===== src/rtl/mst_fifo_arbiter_pkg.sv =====
// rtl/mst_fifo_arbiter_pkg.sv - shared types and constants for the master-FIFO arbiter
package mst_fifo_arbiter_pkg;

  localparam int unsigned WORD_W  = 18;
  localparam int unsigned SOP_BIT = 17;
  localparam int unsigned EOP_BIT = 16;

  typedef logic [WORD_W-1:0] word_t;

  typedef enum logic {
    ARB_IDLE = 1'b0,
    ARB_XFER = 1'b1
  } arb_state_e;

  // Header opcodes carried in payload[15:12] of a command's first word.
  typedef enum logic [3:0] {
    HDR_OP_MWR    = 4'h1,
    HDR_OP_STATUS = 4'h2,
    HDR_OP_CPL    = 4'h3
  } hdr_op_e;

endpackage


===== src/rtl/mst_src_port.sv =====
// rtl/mst_src_port.sv - per-source read issue, return tracking and park register
module mst_src_port
  import mst_fifo_arbiter_pkg::*;
(
  input  logic  clk_i,
  input  logic  rst_ni,
  input  word_t dout_i,
  input  logic  empty_i,
  input  logic  active_i,
  input  logic  full_i,
  input  logic  park_clr_i,
  output logic  rd_en_o,
  output logic  eligible_o,
  output logic  ret_valid_o,
  output word_t ret_data_o,
  output logic  park_valid_o,
  output word_t park_data_o
);

  logic  ret_valid_q;
  logic  park_valid_q;
  word_t park_data_q;

  assign rd_en_o      = active_i & ~empty_i & ~full_i;
  assign eligible_o   = park_valid_q | ~empty_i;
  assign ret_valid_o  = ret_valid_q;
  assign ret_data_o   = dout_i;
  assign park_valid_o = park_valid_q;
  assign park_data_o  = park_data_q;

  // A word returning after the grant ended is the over-read head of the next command.
  always_ff @(posedge clk_i or negedge rst_ni) begin
    if (!rst_ni) begin
      ret_valid_q  <= 1'b0;
      park_valid_q <= 1'b0;
      park_data_q  <= '0;
    end else begin
      ret_valid_q <= rd_en_o;
      if (ret_valid_q && !active_i) begin
        park_valid_q <= 1'b1;
        park_data_q  <= dout_i;
      end else if (park_clr_i) begin
        park_valid_q <= 1'b0;
      end
    end
  end

endmodule


===== src/rtl/mst_fifo_arbiter.sv =====
// rtl/mst_fifo_arbiter.sv - packet-level arbiter draining two command FIFOs into the master FIFO
module mst_fifo_arbiter
  import mst_fifo_arbiter_pkg::*;
#(
  parameter bit          PRIO_MODE = 1'b0,
  parameter int unsigned MAX_WORDS = 40
) (
  input  logic              sys_clk_i,
  input  logic              sys_rst_n_i,
  input  logic [WORD_W-1:0] src0_dout_i,
  input  logic              src0_empty_i,
  output logic              src0_rd_en_o,
  input  logic [WORD_W-1:0] src1_dout_i,
  input  logic              src1_empty_i,
  output logic              src1_rd_en_o,
  output logic [WORD_W-1:0] mst_din_o,
  output logic              mst_wr_en_o,
  input  logic              mst_full_i,
  output logic [7:0]        pkt_cnt0_o,
  output logic [7:0]        pkt_cnt1_o,
  output logic              err_sop_o,
  output logic              err_len_o,
  output logic              busy_o
);

  localparam logic [5:0] MAX_CNT = 6'(MAX_WORDS);

  arb_state_e state_q, state_d;
  logic       grant_q, grant_d;
  logic       last_grant_q, last_grant_d;
  logic       need_sop_q, need_sop_d;
  logic [5:0] word_cnt_q, word_cnt_d;
  word_t      mst_din_q, mst_din_d;
  logic       mst_wr_en_q, mst_wr_en_d;
  logic [7:0] pkt_cnt0_q, pkt_cnt0_d;
  logic [7:0] pkt_cnt1_q, pkt_cnt1_d;
  logic       err_sop_q, err_sop_d;
  logic       err_len_q, err_len_d;

  logic [1:0] empty, active, rd_en, elig, ret_valid, park_valid, park_clr;
  word_t      dout      [2];
  word_t      ret_data  [2];
  word_t      park_data [2];
  word_t      word;
  logic       word_valid;

  assign empty   = {src1_empty_i, src0_empty_i};
  assign dout[0] = src0_dout_i;
  assign dout[1] = src1_dout_i;

  for (genvar i = 0; i < 2; i++) begin : g_port
    assign active[i] = (state_q == ARB_XFER) && (grant_q == 1'(i));

    mst_src_port u_port (
      .clk_i        (sys_clk_i),
      .rst_ni       (sys_rst_n_i),
      .dout_i       (dout[i]),
      .empty_i      (empty[i]),
      .active_i     (active[i]),
      .full_i       (mst_full_i),
      .park_clr_i   (park_clr[i]),
      .rd_en_o      (rd_en[i]),
      .eligible_o   (elig[i]),
      .ret_valid_o  (ret_valid[i]),
      .ret_data_o   (ret_data[i]),
      .park_valid_o (park_valid[i]),
      .park_data_o  (park_data[i])
    );
  end

  // The parked word can only be present in the first cycle of a grant, never alongside a return.
  assign word_valid = park_valid[grant_q] | ret_valid[grant_q];
  assign word       = park_valid[grant_q] ? park_data[grant_q] : ret_data[grant_q];

  always_comb begin
    state_d      = state_q;
    grant_d      = grant_q;
    last_grant_d = last_grant_q;
    need_sop_d   = need_sop_q;
    word_cnt_d   = word_cnt_q;
    mst_din_d    = mst_din_q;
    mst_wr_en_d  = 1'b0;
    pkt_cnt0_d   = pkt_cnt0_q;
    pkt_cnt1_d   = pkt_cnt1_q;
    err_sop_d    = err_sop_q;
    err_len_d    = err_len_q;
    park_clr     = 2'b00;
    case (state_q)
      ARB_IDLE: begin
        if (|elig) begin
          state_d    = ARB_XFER;
          need_sop_d = 1'b1;
          word_cnt_d = '0;
          if (&elig) grant_d = PRIO_MODE ? 1'b0 : ~last_grant_q;
          else       grant_d = elig[1];
        end
      end
      ARB_XFER: begin
        if (word_valid) begin
          park_clr[grant_q] = park_valid[grant_q];
          if (need_sop_q && !word[SOP_BIT]) begin
            err_sop_d = 1'b1;
          end else begin
            need_sop_d  = 1'b0;
            mst_wr_en_d = 1'b1;
            mst_din_d   = word;
            if (word[EOP_BIT] || word_cnt_q == MAX_CNT) begin
              mst_din_d[EOP_BIT] = 1'b1;
              state_d            = ARB_IDLE;
              last_grant_d       = grant_q;
              if (grant_q) pkt_cnt1_d = pkt_cnt1_q + 8'd1;
              else         pkt_cnt0_d = pkt_cnt0_q + 8'd1;
            end else begin
              word_cnt_d = word_cnt_q + 6'd1;
              if (word_cnt_d == MAX_CNT) err_len_d = 1'b1;
            end
          end
        end
      end
      default: state_d = ARB_IDLE;
    endcase
  end

  always_ff @(posedge sys_clk_i or negedge sys_rst_n_i) begin
    if (!sys_rst_n_i) begin
      state_q      <= ARB_IDLE;
      grant_q      <= 1'b0;
      last_grant_q <= 1'b1;
      need_sop_q   <= 1'b1;
      word_cnt_q   <= '0;
      mst_din_q    <= '0;
      mst_wr_en_q  <= 1'b0;
      pkt_cnt0_q   <= '0;
      pkt_cnt1_q   <= '0;
      err_sop_q    <= 1'b0;
      err_len_q    <= 1'b0;
    end else begin
      state_q      <= state_d;
      grant_q      <= grant_d;
      last_grant_q <= last_grant_d;
      need_sop_q   <= need_sop_d;
      word_cnt_q   <= word_cnt_d;
      mst_din_q    <= mst_din_d;
      mst_wr_en_q  <= mst_wr_en_d;
      pkt_cnt0_q   <= pkt_cnt0_d;
      pkt_cnt1_q   <= pkt_cnt1_d;
      err_sop_q    <= err_sop_d;
      err_len_q    <= err_len_d;
    end
  end

  assign src0_rd_en_o = rd_en[0];
  assign src1_rd_en_o = rd_en[1];
  assign mst_din_o    = mst_din_q;
  assign mst_wr_en_o  = mst_wr_en_q;
  assign pkt_cnt0_o   = pkt_cnt0_q;
  assign pkt_cnt1_o   = pkt_cnt1_q;
  assign err_sop_o    = err_sop_q;
  assign err_len_o    = err_len_q;
  assign busy_o       = (state_q == ARB_XFER);

endmodule


===== config.mk =====
export PLATFORM = sky130hd
export DESIGN_NAME = mst_fifo_arbiter
export DESIGN_NICKNAME = d
export VERILOG_FILES = /design/src/rtl/mst_fifo_arbiter_pkg.sv /design/src/rtl/mst_src_port.sv /design/src/rtl/mst_fifo_arbiter.sv
export SDC_FILE = /design/constraint.sdc
export NUM_CORES = 1
export LEC_CHECK = 0
export ABC_AREA = 1
export CAP_MARGIN = 20
export CELL_PAD_IN_SITES_DETAIL_PLACEMENT = 0
export CELL_PAD_IN_SITES_GLOBAL_PLACEMENT = 1
export CORE_ASPECT_RATIO = 1.75
export CORE_MARGIN = 5
export CORE_UTILIZATION = 37
export CTS_BUF_LIST = sky130_fd_sc_hd__clkbuf_4
export DETAILED_ROUTE_END_ITERATION = 10
export PLACE_DENSITY_LB_ADDON = 0.08
export RECOVER_POWER = 100
export SYNTH_ARGS = -nofsm -noshare
export SYNTH_HDL_FRONTEND = slang
export SYNTH_HIERARCHICAL = 1
export SYNTH_SLANG_ARGS = --single-unit

===== constraint.sdc =====
create_clock -name sys_clk_i -period 1.96 [get_ports sys_clk_i]
set_clock_uncertainty 0.2 [all_clocks]
set_input_delay 0.392 -clock sys_clk_i [delete_from_list [all_inputs] [get_ports sys_clk_i]]
set_output_delay 0.392 -clock sys_clk_i [all_outputs]
set_load 0.005 [all_outputs]

; Word level (Yosys, flattened, before mapping)
; Index checks and enable logic that the tools add are counted.
[word_totals]
reg_bits = 87
input_bits = 41
[op_classes]
n_mux = 38
eq_ne = 6
bitwise = 17
magnitude_cmp = 3
n_addsub = 3
reduce_logical = 23
[op_table]
columns = cell, count
row1 = $mux W18, 7
row2 = $mux W6, 4
row3 = $mux W1, 21
row4 = $add A8 B1 Y8 const B, 2
row5 = $reduce_and A5 Y1, 3
row6 = $eq A6 B6 Y1 const B, 2
row7 = $pmux W6 S2, 1
row8 = $reduce_and A3 Y1, 3
row9 = $not A1 Y1, 8
row10 = $reduce_and A4 Y1, 2
row11 = $add A6 B1 Y6 const B, 1
row12 = $logic_and A1 B1 Y1, 6
row13 = $ne A2 B2 Y1 const B, 3
row14 = $and A1 B1 Y1, 4
row15 = $mux W2, 2
row16 = $pmux W1 S2, 2
row17 = $reduce_and A2 Y1, 2
row18 = $reduce_bool A2 Y1, 2
row19 = $logic_not A1 Y1, 3
row20 = $or A1 B1 Y1, 3
row21 = $and A2 B2 Y2, 1
row22 = $ge A2 B2 Y1 const B, 1
row23 = $lt A1 B2 Y1 const B, 1
row24 = $ne A2 B1 Y1 const B, 1
row25 = 5 further kinds, 5

; Logic depth before layout (Yosys ltp)
[depth]
word_depth = 10
mapped_depth = 10
depth_no_buf = 10

; Hierarchy
; Netlist, hierarchy kept.
[modules_own_cells]
columns = module, instances, area_each_um2, seq_area_each_um2, cells_per_inst
row1 = mst_fifo_arbiter, 1, 2969.1, 1178.6, 416
row2 = mst_src_port, 2, 975.9, 500.5, 103

; Worst setup path after synthesis
; Ideal clock, no wire load.
[synth_timing]
path_type = reg2out
startpoint = reg grant_q
endpoint = out src1_rd_en_o
setup_slack_ns = -0.076
arrival_ns = 1.444
n_path_buf = 4
t_required_ns = 1.368
stages_incl_launch_ff = 9
path_cell_list = dfrtp_1 -> buf_4 -> clkbuf_1 -> nand2_1 -> inv_1 -> inv_2 -> buf_8 -> buf_12 -> nor3_2
[synth_via]
elab_chain_cells = 3
[synth_rtl]
columns = item, line_no
row1 = start: declaration, mst_fifo_arbiter.sv:29  ; logic grant_q, grant_d;
row2 = start signal: assignment, mst_fifo_arbiter.sv:139  ; grant_q <= grant_d;
row3 = $logic_and A1 B1 Y1, mst_fifo_arbiter.sv:52  ; assign active[i] = (state_q == ARB_XFER) && (grant_q == 1'(i));
row4 = named net active[1], mst_fifo_arbiter.sv:40  ; logic [1:0] empty, active, rd_en, elig, ret_valid, park_valid, park_clr;
row5 = $and A1 B1 Y1 (2 in a row), mst_src_port.sv:24  ; assign rd_en_o = active_i & ~empty_i & ~full_i;
row6 = end: declaration, mst_fifo_arbiter.sv:15  ; output logic src1_rd_en_o,
; The timed path passes the listed nets, and every way through them passes these cells.

; Worst setup path in the final report
[layout_timing]
startpoint = reg state_q (netlist: busy_o)
endpoint = out src0_rd_en_o
[layout_via]
elab_chain_cells = 3
[layout_rtl]
columns = item, line_no
row1 = start: declaration, mst_fifo_arbiter.sv:28  ; arb_state_e state_q, state_d;
row2 = start signal: assignment, mst_fifo_arbiter.sv:138  ; state_q <= state_d;
row3 = $logic_and A1 B1 Y1, mst_fifo_arbiter.sv:52
row4 = named net active[0], mst_fifo_arbiter.sv:40
row5 = $and A1 B1 Y1 (2 in a row), mst_src_port.sv:24
row6 = end: declaration, mst_fifo_arbiter.sv:12  ; output logic src0_rd_en_o,
; The timed path passes the listed nets, and every way through them passes these cells.

==> results by group <==
GRT
  • Vias in the first global route: 4308
  • Largest net degree at the start of global routing: 35
  • Gr usage total: 0.183
  • Initial antenna violation count: 1
  • GRT overflow: 0
  • First-pass GRT wire length: 22.5 mm

Placed design
  • GPL Wtd Cong: about 0.8
  • Placement Setup Slack: -0.305 ns
  • PortBufs: 80
  • DP HPWL: 9.99 mm

Power
  • Power Total: around 10000 uW
  • Leak Pwr: 0.00333 uW
  • Pwr/cell area: 1570 mW/mm2
  • Peak supply drop: 0.495 mV

Outcome
  • Failing checks: negative setup slack
  • Status: complete, but fails checks

Die
  • Die height: 163 um
  • DIE AREA: 0.0158 mm2
  • Core ar.: 0.0130 mm2
  • Num ports: 81
  • Die Span X: a little under 100 um
  • # rows: 55
  • Initial Util: 0.378

Synthesis
  • Dominant cells by area after synthesis: dfrtp_1, nand2_1, nand3_1
  • Sequential share of the synthesized area: 0.443
  • Top_reg_cell synth: dfrtp_1
  • Mapped cell area: 0.00492 mm2
  • Yosys top cell area share: 0.432
  • Synth cell types: 36
  • Synth Register Bits: 87
  • Cell taking the most area after synthesis: dfrtp_1
  • Mean Syn Cell Area: approximately 8 um2
  • Asr flop ratio synth: 1.00
  • Post-synthesis cell count: about 620
  • Post-synth EDFFs: 0
  • Net Count, Synth: 668
  • Yosys warns: 6

Finish
  • Layout net count: 774
  • Filler instances: approximately 1300
  • Area delta synth->final: 29.2%
  • Share of cells above drive strength 1: 0.198
  • Sequential Area: 0.00218 mm2
  • Multi-input combinational cell area: about 0.0022 mm2
  • Final core occ: 0.489

Worst setup path
  • Worst EP arrival: 1.39 ns
  • CP Launch Point: busy_o
  • CP cell instances: buf_6, inv_2, nor2_1, inv_2, nor3_4, buf_2
  • Worst path max stage delay: between 0.3 and 0.4 ns
  • CP dominant cell by count: inv_2
  • Cell at the slowest stage of the critical path: dfrtp_1
  • Reg2Reg Setup Slack: -0.01 ns
  • Crit end category: output pin
  • FF-to-FF Start: grant_q
  • Kind of critical path: reg2out
  • Crit Path Max Fanout: 2
  • Startpoint types: register
  • Worst Path Required: about 1.4 ns

Drt
  • Via density: 4.82
  • WL met1: 5.44 mm
  • Final wirelength: 14.5 mm
  • Drt first pass iters: 5
  • Drt drc: 0
  • Metal2 WL: 8.12 mm
  • Initial DRC count: 230
  • Vias post-DR: 4358
  • WL per Instance: 16.0 um
  • Highest routed layer: met4
  • Final ANT Viol Nets: 0
  • Met3 wire len: 542 um

Flow run
  • Max-Cap Viols: 0

Timing
  • Fin worst setup slack: -0.0260 ns
  • Max frequency: 504 MHz
  • Post-layout min period: 1.99 ns
  • Period utilization: 1.01
  • Fin. Hold Viols: 0
  • RSZ-0062 raised after global routing: yes
  • Slew headroom: 0.625
  • Final setup fails: 3
  • Worst Tran Pin Value: 0.562 ns
  • Max Transition Viols Final: 0

Clock network
  • CTS tree: yes
  • Clk_lat worst skew: 0.44 ns
  • Clock H-tree levels: 3
  • Clock slew at reported path FFs: 0.14 ns
  • Max Buffers Root-to-Sink: 2
  • CTS sink count: 87
  • Inserted Clock Buffers: 9
  • CTS root buf: clkbuf_4

Worst hold path
  • Hold/Removal Path Class: in2async
==> where the power goes <==
group / internal [uW] / switching [uW]
clock: 389 / 658
combinational: 2560 / 3420
sequential: 2540 / 408
total: 5490 / 4480
==> logic make-up after synthesis <==
group | count (synthesis) | synth area share
DFF | 87 | 0.443
AOI/OAI and AO/OA | 37 | 0.0381
xor gates and xnor gates | 9 | 0.0160
and+or+nand+nor | 393 | 0.366
adders and majority gates | 5 | 0.0127
buffers and inverters | 91 | 0.124
==> state kept, by name (all words and copies together) (netlist names) <==
signal                      count
g_port.u_port/park_data_o      36
pkt_cnt1_o                      8
mst_wr_en_o                     1
err_sop_o                       1
last_grant_q                    1
g_port.u_port/park_valid_o      2
grant_q                         1
pkt_cnt0_o                      8
err_len_o                       1
busy_o                          1
need_sop_q                      1
g_port.u_port/ret_valid_o       2
mst_din_o                      18
word_cnt_q                      6
==> cell usage in the layout (no fill, tap or decap), types with 2 or more instances in the layout <==
cell type / count
clkdlybuf4s50_1: 44
nand2_2: 13
buf_2: 2
nand2_1: 228
inv_1: 24
nor3_4: 2
dlygate4sd2_1: 20
nand3_4: 3
nand2_4: 2
nor3_1: 3
clkbuf_4: 11
clkinvlp_4: 2
nand3_1: 69
dfstp_2: 2
nand4_4: 2
nand3_2: 6
dlymetal6s2s_1: 12
nor2_4: 5
dfrtp_2: 2
nor2_1: 43
dfrtp_1: 83
buf_4: 62
nand4_1: 9
xnor2_1: 3
clkbuf_2: 2
inv_2: 5
ha_1: 5
o21ai_0: 18
xor2_1: 6
buf_6: 4
o21ai_1: 16
clkbuf_16: 2
buf_12: 4
nand2_8: 3
==> cells in the mapped netlist (2+ instances only) <==
| library cell | instances |
|---|---|
| buf_12 | 2 |
| nor2_1 | 43 |
| dfstp_2 | 2 |
| nand2_1 | 239 |
| dfrtp_1 | 85 |
| buf_8 | 2 |
| nand3_1 | 74 |
| xor2_1 | 6 |
| o21ai_0 | 19 |
| inv_2 | 4 |
| o21ai_1 | 16 |
| nand3_2 | 2 |
| nand4_1 | 9 |
| buf_2 | 4 |
| buf_4 | 38 |
| xnor2_1 | 3 |
| nor3_1 | 4 |
| nand3_4 | 2 |
| nor3_2 | 2 |
| inv_1 | 26 |
| nand2_2 | 3 |
| ha_1 | 5 |
| buf_6 | 9 |
| nor2_4 | 5 |
| nand2_8 | 3 |
| clkbuf_1 | 5 |
==> critical path: cells and delay by family (launching register included) <==
family / cells / cell delay, ns
AND/OR/NAND/NOR: 2 / 0.22
buffers and inverters: 4 / 0.35
flip-flops: 1 / 0.39
==> timing repair <==
| action | CTS | global route |
|---|---|---|
| hold buffers | 1 | 0 |
| endpoints found under the hold margin | 85 | 0 |
| setup endpoints to repair | 76 | 60 |
| gates resized for setup | 44 | 35 |
| buffers inserted | 32 | 6 |
| gates cloned | 0 | 3 |
| pin swaps | 9 | 8 |
==> final cells by class <==
cell class                      count  area share
Antenna cell                        1    0.000394
Sequential cell                    87       0.343
Inverter                           30      0.0181
Tap cell                          171      0.0337
Clock buffer                        9      0.0106
Multi-Input combinational cell    444       0.350
Timing Repair Buffer              156       0.233
Clock inverter                      7      0.0112
==> worst paths after layout <==
path | endpoint | cells after the start
setup / recovery | src0_rd_en_o | 6
hold / removal | pkt_cnt0_o[4] | 2
setup reg to reg | pkt_cnt0_o[6] | 11
hold reg to reg | last_grant_q | 2
max in group asynchronous | last_grant_q | 3
min in group sys_clk_i | last_grant_q | 2
==> layer usage <==
layer,vias up,global-route usage
li1,2163,-
met1,2065,0.198
met2,107,0.349
met3,23,0.0219
met4,0,0.0824
met5,-,0
==> per-stage QoR <==
stage | hold WS, ns | cells | area, um2 | setup TNS (ns)
global route | 0.287 | 905 | 6360 | -3.03
finish | 0.243 | 905 | 6360 | -0.0348
floorplan | -0.104 | 622 | 4920 | 0
detailed placement | 0.120 | 846 | 5750 | -3.82
global placement | 0.117 | 846 | 5750 | -3.26
CTS | 0.144 | 895 | 6170 | -0.126
Note: power is estimated with default switching activity, not from simulation.
